$ cat src/rtl/cache_arbiter.sv
// Arbitrates the single physical-memory port between the I-cache and D-cache.
// One line transaction at a time; alternating priority on conflict.
module cache_arbiter #(
  parameter int unsigned ADDR_WIDTH = 16,
  parameter int unsigned LINE_WIDTH = 128
) (
  input  logic                  clk,
  input  logic                  reset,
  input  logic                  icache_pmem_read,
  input  logic [ADDR_WIDTH-1:0] icache_pmem_address,
  output logic [LINE_WIDTH-1:0] icache_pmem_rdata,
  output logic                  icache_pmem_resp,
  input  logic                  dcache_pmem_read,
  input  logic                  dcache_pmem_write,
  input  logic [ADDR_WIDTH-1:0] dcache_pmem_address,
  input  logic [LINE_WIDTH-1:0] dcache_pmem_wdata,
  output logic [LINE_WIDTH-1:0] dcache_pmem_rdata,
  output logic                  dcache_pmem_resp,
  output logic                  pmem_read,
  output logic                  pmem_write,
  output logic [ADDR_WIDTH-1:0] pmem_address,
  output logic [LINE_WIDTH-1:0] pmem_wdata,
  input  logic [LINE_WIDTH-1:0] pmem_rdata,
  input  logic                  pmem_resp
);

  typedef enum logic [1:0] {StIdle, StServeI, StServeD} state_e;

  state_e                state_q, state_d;
  logic                  last_grant_q, last_grant_d;  // 0 = I-cache, 1 = D-cache
  logic                  read_q, read_d;
  logic                  write_q, write_d;
  logic [ADDR_WIDTH-1:0] addr_q, addr_d;
  logic [LINE_WIDTH-1:0] wdata_q, wdata_d;

  logic req_i, req_d, grant_i, grant_d;

  assign req_i = icache_pmem_read;
  assign req_d = dcache_pmem_read | dcache_pmem_write;
  // On conflict the side that was not served last wins.
  assign grant_d = req_d & (~req_i | ~last_grant_q);
  assign grant_i = req_i & ~grant_d;

  always_comb begin
    state_d          = state_q;
    last_grant_d     = last_grant_q;
    read_d           = read_q;
    write_d          = write_q;
    addr_d           = addr_q;
    wdata_d          = wdata_q;
    icache_pmem_resp = 1'b0;
    dcache_pmem_resp = 1'b0;
    unique case (state_q)
      StIdle: begin
        if (grant_i) begin
          state_d      = StServeI;
          last_grant_d = 1'b0;
          read_d       = 1'b1;
          write_d      = 1'b0;
          addr_d       = icache_pmem_address;
        end else if (grant_d) begin
          state_d      = StServeD;
          last_grant_d = 1'b1;
          read_d       = ~dcache_pmem_write;
          write_d      = dcache_pmem_write;
          addr_d       = dcache_pmem_address;
          wdata_d      = dcache_pmem_wdata;
        end
      end
      StServeI: begin
        if (pmem_resp) begin
          icache_pmem_resp = 1'b1;
          state_d          = StIdle;
          read_d           = 1'b0;
          write_d          = 1'b0;
        end
      end
      StServeD: begin
        if (pmem_resp) begin
          dcache_pmem_resp = 1'b1;
          state_d          = StIdle;
          read_d           = 1'b0;
          write_d          = 1'b0;
        end
      end
      default: begin
        state_d = StIdle;
        read_d  = 1'b0;
        write_d = 1'b0;
      end
    endcase
  end

  always_ff @(posedge clk or posedge reset) begin
    if (reset) begin
      state_q      <= StIdle;
      last_grant_q <= 1'b0;
      read_q       <= 1'b0;
      write_q      <= 1'b0;
      addr_q       <= '0;
      wdata_q      <= '0;
    end else begin
      state_q      <= state_d;
      last_grant_q <= last_grant_d;
      read_q       <= read_d;
      write_q      <= write_d;
      addr_q       <= addr_d;
      wdata_q      <= wdata_d;
    end
  end

  assign pmem_read         = read_q;
  assign pmem_write        = write_q;
  assign pmem_address      = addr_q;
  assign pmem_wdata        = wdata_q;
  assign icache_pmem_rdata = pmem_rdata;
  assign dcache_pmem_rdata = pmem_rdata;

endmodule

$ cat config.mk
export PLATFORM = sky130hd
export DESIGN_NAME = cache_arbiter
export DESIGN_NICKNAME = d
export VERILOG_FILES = /design/src/rtl/cache_arbiter.sv
export SDC_FILE = /design/constraint.sdc
export NUM_CORES = 1
export LEC_CHECK = 0
export ABC_AREA = 1
export BUFFER_PORTS_ARGS = -buffer_cell sky130_fd_sc_hd__buf_4
export CAP_MARGIN = 25
export CELL_PAD_IN_SITES_DETAIL_PLACEMENT = 0
export CELL_PAD_IN_SITES_GLOBAL_PLACEMENT = 1
export CORE_AREA = 8 8 263 265
export DETAILED_ROUTE_END_ITERATION = 16
export DIE_AREA = 0 0 271 273
export PLACE_DENSITY = 0.56
export REMOVE_ABC_BUFFERS = 1
export SYNTH_ARGS = -nofsm -noshare
export SYNTH_HDL_FRONTEND = slang
export SYNTH_SLANG_ARGS = --single-unit
$ cat constraint.sdc
create_clock -name clk -period 5.3 [get_ports clk]
set_clock_uncertainty 0.05 [all_clocks]
set_input_delay 0.265 -clock clk [delete_from_list [all_inputs] [get_ports clk]]
set_output_delay 0.265 -clock clk [all_outputs]
set_load 0.03 [all_outputs]
Word level (Yosys, flattened, before mapping) --
Cells that the tools add are included.
Storage, ports and cells: logic and storage cells 43, ROM bits 0, input bits 294, memories 0, output and inout bits 404, register bits after elaboration 149, latch bits 0, memory bits (writable) 0
Cells by class: equal/unequal tests 4, magnitude comparators 0, reduce and logical (&&, ||, !) cells 6, multiplexer cells 18, shift operators 0, div/mod/pow operators 0, bitwise operators 9, multiply operators 0, add/sub/neg operators 0
Operators by type and width (number):
- 2-to-1 mux 16 bit | 2
- 2-to-1 mux 1 bit | 10
- 2-to-1 mux 2 bit | 3
- inverter 1 bit | 5
- case mux 1 bit (2 select lines) | 2
- case mux 2 bit (2 select lines) | 1
- AND reduction 2 bit | 2
- != test 3 bit (second input constant) | 1
- AND reduction 3 bit | 1
- bitwise AND 1 bit | 2
- equality test 2 x 1 -> 1 bit (second input constant) | 1
- equality test 2 bit (second input constant) | 1
- logical NOT 2 bit | 1
- != test 2 x 1 -> 1 bit (second input constant) | 1
- OR 1 bit | 2
- nonzero test 2 bit | 1
- OR reduction 2 bit | 1

Depth between registers and ports, before layout --
word-level depth 7, gate-level depth with buffers 9, gate-level depth less buffers 7

Worst setup path after synthesis --
No wires, ideal clock.
path type flip-flop to flip-flop, from register state_q[0], to register wdata_q[0], in the netlist pmem_wdata[0], arrival 1320 ps, path slack 3813 ps, stages on the path, launching flop included 10, setup time 118 ps, buffers on the path 2, path through dfrtp_1 -> inv_1 -> ha_1 -> inv_1 -> nor2_4 -> nand2_1 -> buf_4 -> buf_2 -> nand2_1 -> nand2_1
On the way: word-level cells in the longest chain between the ends 2
Ends and longest elaborated chain:
- start: declaration | line 29 | state_e state_q, state_d;
- start signal: assignment | line 96 | state_q <= StIdle;
- start signal: assignment | line 103 | state_q <= state_d;
- logical NOT 2 bit | line 53 | unique case (state_q)
- AND reduction 3 bit (no source line)
- end signal: assignment | line 108 | wdata_q <= wdata_d;
- end: declaration | line 34 | logic [LINE_WIDTH-1:0] wdata_q, wdata_d;
Every way passes these cells. A chain may end at the register's enable or synchronous reset.

Worst setup path in the final report --
from register state_q[0], to register addr_q[11], in the netlist pmem_address[11]
On the way: word-level cells in the longest chain between the ends 2
Ends and longest elaborated chain:
- logical NOT 2 bit | line 53
- AND reduction 2 bit (no source line)
- end signal: assignment | line 107 | addr_q <= addr_d;
- end: declaration | line 33 | logic [ADDR_WIDTH-1:0] addr_q, addr_d;
Every way passes these cells.

==> flow_summary.ini <==
[outcome]
status = completed

[synthesis]
ys_warn_count = 0
synth_mux_area_frac = 0
synth.yosys.seq_area_share = 0.4539
ys_seq_elements = 149
synth_compound_area_frac = 0.001980
synth_area_sq_mm = 0.008215
synth-xor-area-share = 0
synthAdderAreaFrac = 0.004569
avgSynthCellArea_sq_um = 8.290
synth_top_family_by_area = buffers and inverters
ys_top_cells_by_area = dfrtp_1 45%, buf_4 24%, nand2_1 15%
synth.distinct_cells = 15
synthSimpleGateAreaFrac = 0.2507
syn_inst = 991
yosysTopAreaCell = dfrtp_1
synth_top_area_frac = 0.4539

[global_routing]
grt_pass1_vias = 7955
grt_max_degree = 147
grt_overflow = 0
grt_antenna_before_repair = 4
grt_pass1_wl_mm = 98.63
grt_usage = 0.2082

[floorplan]
num_io_pins = 698
rows = 94
start_util = 0.1263
die_x_um = 271
die_h_um = 273
die_area_sq_mm = 0.07398
coreArea_sq_mm = 0.06504

[sta]
tightest_slew_ns = 1.111
drv_slew = 0
fin_crit_ns = 2.870
max_slew_margin = 0.2595
hold_violations = 0
setup_viol = 0
rsz0062_at_grt = no
fmax_ghz = 0.3485
fin_setup_tns_ns = 0
period_share = 0.5414

[finish]
drive_gt1_frac = 0.3025
design_area_sq_mm = 0.01158
num-nets-final = 1464
syn2layout_area_growth_pct = 40.91

[place]
finalWeightedCongestion = 0.8288
dp_hpwl_mm = 67.87
io_buffers = 313
dpl_cell_area_sq_mm = 0.009514

[hold_path]
whs_path_depth = 5
hold_start = icache_pmem_address[7]
hold_path.class = input pin to flop
whs_endpoint = pmem_address[7]$_DFFE_PP0P_

[clocking]
htree_levels = 4
root_buffer = clkbuf_16
cts_tree = built
cts_resized = 0
insertion_delay_ns = 0.47
clock_sinks = 149
cts.reportedPaths.clkPinSlew_ns = 0.07
cts.path.max_buffers = 2
cts_made_buffers = 17

[worst_setup_path]
path_class = flop to flop
cp.arrival_ns = 3.19
required_ns = 5.62
r2r_start = state_q[0]$_DFFE_PP0P_
rr_endpoint = pmem_address[11]$_DFFE_PP0P_
r2r_slack_ns = 2.43
end_kind = flop
path_max_fanout = 63
r2r_cells = 8
worstSetupStartpointType = flop

[routing]
drc_errors = 0
wl_met2_mm = 35.27
ant_nets = 0
vias_per_cell = 3.759
routedWlPerCell_um = 38.65
totalWireLength_mm = 79.11
drtIter0Drc = 589
met1_length_mm = 20.95
drt_first_pass_iters = 4
wl_met3_mm = 19.79
num_vias = 7694
highest_layer = met5

[power]
power_leakage_uw = 0.005900
peakVddDrop_mv = 0.2877
pwr_density_cell_mw_per_mm2 = 619.5

[run]
maxCapViolations = 0
==> area by class of cell <==
| cell class | count | area (sq um) |
|---|---|---|
| Antenna cell | 3 | 7.507 |
| Clock buffer | 17 | 425.4 |
| Clock inverter | 15 | 160.2 |
| Fill cell | 7304 | 53460 |
| Inverter | 42 | 162.7 |
| Multi-Input combinational cell | 494 | 2135 |
| Sequential cell | 149 | 3729 |
| Tap cell | 864 | 1081 |
| Timing Repair Buffer | 463 | 3876 |
==> logic make-up after synthesis <==
group | after synthesis
AND/OR/NAND/NOR | 490
adder cells (fa/ha/maj) | 3
flip-flops | 149
AO/OA/AOI/OAI | 1
buffers and inverters | 348
==> cell usage after synthesis <==
master and number:
inv_1 41, nand2_1 323, buf_4 260, nand2_2 1, dfrtp_1 149, o21ai_4 1, ha_1 3, nand4_1 2
buf_6 7, nand3_1 162, buf_2 31, clkinv_1 1, nor2_2 1, clkbuf_1 8, nor2_4 1
==> through the flow <==
step / utilization / setup WS (ns) / std cells / hold slack (ns) / power [uW]
after global placement: 0.1459 / 1.695 / 1866 / 0.4054 / 5872
after floorplan: - / 0.1534 / 685 / 0.3601 / 4119
after detailed placement: 0.1463 / 2.358 / 1867 / 0.4105 / 5902
after global routing: 0.1779 / 2.155 / 2045 / 0.06472 / 7670
final: 0.1780 / 2.430 / 2047 / 0.06345 / 7171
after CTS: 0.1774 / 2.415 / 2043 / 0.002292 / 7324
==> sequential cells by signal (all words and copies together), names as in the netlist <==
signal / count
pmem_write: 1
pmem_address: 16
pmem_wdata: 128
last_grant_q: 1
pmem_read: 1
state_q: 2
==> worst max-delay path, stage by stage (launching register included) <==
cell and delay, ns:
dfrtp_1 0.40, inv_1 0.10, ha_1 0.24, inv_1 0.09, nor2_4 0.27, buf_4 0.61, clkinv_1 0.68, nand2_1 0.22
nand2_1 0.08
==> per-layer routing <==
| metal | global-route usage | vias up |
|---|---|---|
| met3 | 0.2564 | 67 |
| li1 | - | 3183 |
| met5 | 0.1407 | - |
| met4 | 0.03846 | 22 |
| met1 | 0.1520 | 3569 |
| met2 | 0.3288 | 853 |
==> cells in the final DEF (no fill, tap or decap) <==
master | synthesis | final
nand2_8 | 0 | 1
nor2_4 | 1 | 1
inv_6 | 0 | 7
clkinv_1 | 1 | 1
clkbuf_16 | 0 | 17
nand2_4 | 0 | 1
dlygate4sd3_1 | 0 | 144
diode_2 | 0 | 3
nand2_1 | 323 | 322
nor2_2 | 1 | 1
clkinvlp_4 | 0 | 1
ha_1 | 3 | 3
buf_16 | 0 | 2
bufinv_16 | 0 | 1
clkinv_4 | 0 | 3
dfrtp_1 | 149 | 149
buf_4 | 260 | 317
inv_1 | 41 | 40
inv_8 | 0 | 2
clkinv_2 | 0 | 1
nand4_1 | 2 | 2
o21ai_4 | 1 | 1
clkinv_8 | 0 | 1
nand3_1 | 162 | 162
==> worst max path at each step <==
stage	start	end	slack [ns]	depth (start not counted)
detailed placement	icache_pmem_read	pmem_wdata[17]$_DFFE_PP0P_	2.36	8
CTS	dcache_pmem_write	pmem_wdata[20]$_DFFE_PP0P_	2.41	8
finish	state_q[0]$_DFFE_PP0P_	pmem_address[11]$_DFFE_PP0P_	2.43	8
global placement	icache_pmem_read	pmem_wdata[19]$_DFFE_PP0P_	1.69	8
floorplan	state_q[0]$_DFFE_PP0P_	pmem_wdata[0]$_DFFE_PP0P_	0.15	7
global route	state_q[0]$_DFFE_PP0P_	pmem_address[4]$_DFFE_PP0P_	2.15	8
==> what timing repair did <==
item / in CTS / in global routing
hold buffers: 144 / 0
endpoints found under the hold margin: 235 / 0
setup buffers: 0 / 0
==> report_power, final <==
part	internal, uW	total [uW]	switching (uW)
sequential	1700	2070	366
clock	665	1260	599
combinational	1230	3840	2610
Power figures use the tool's default switching activity.
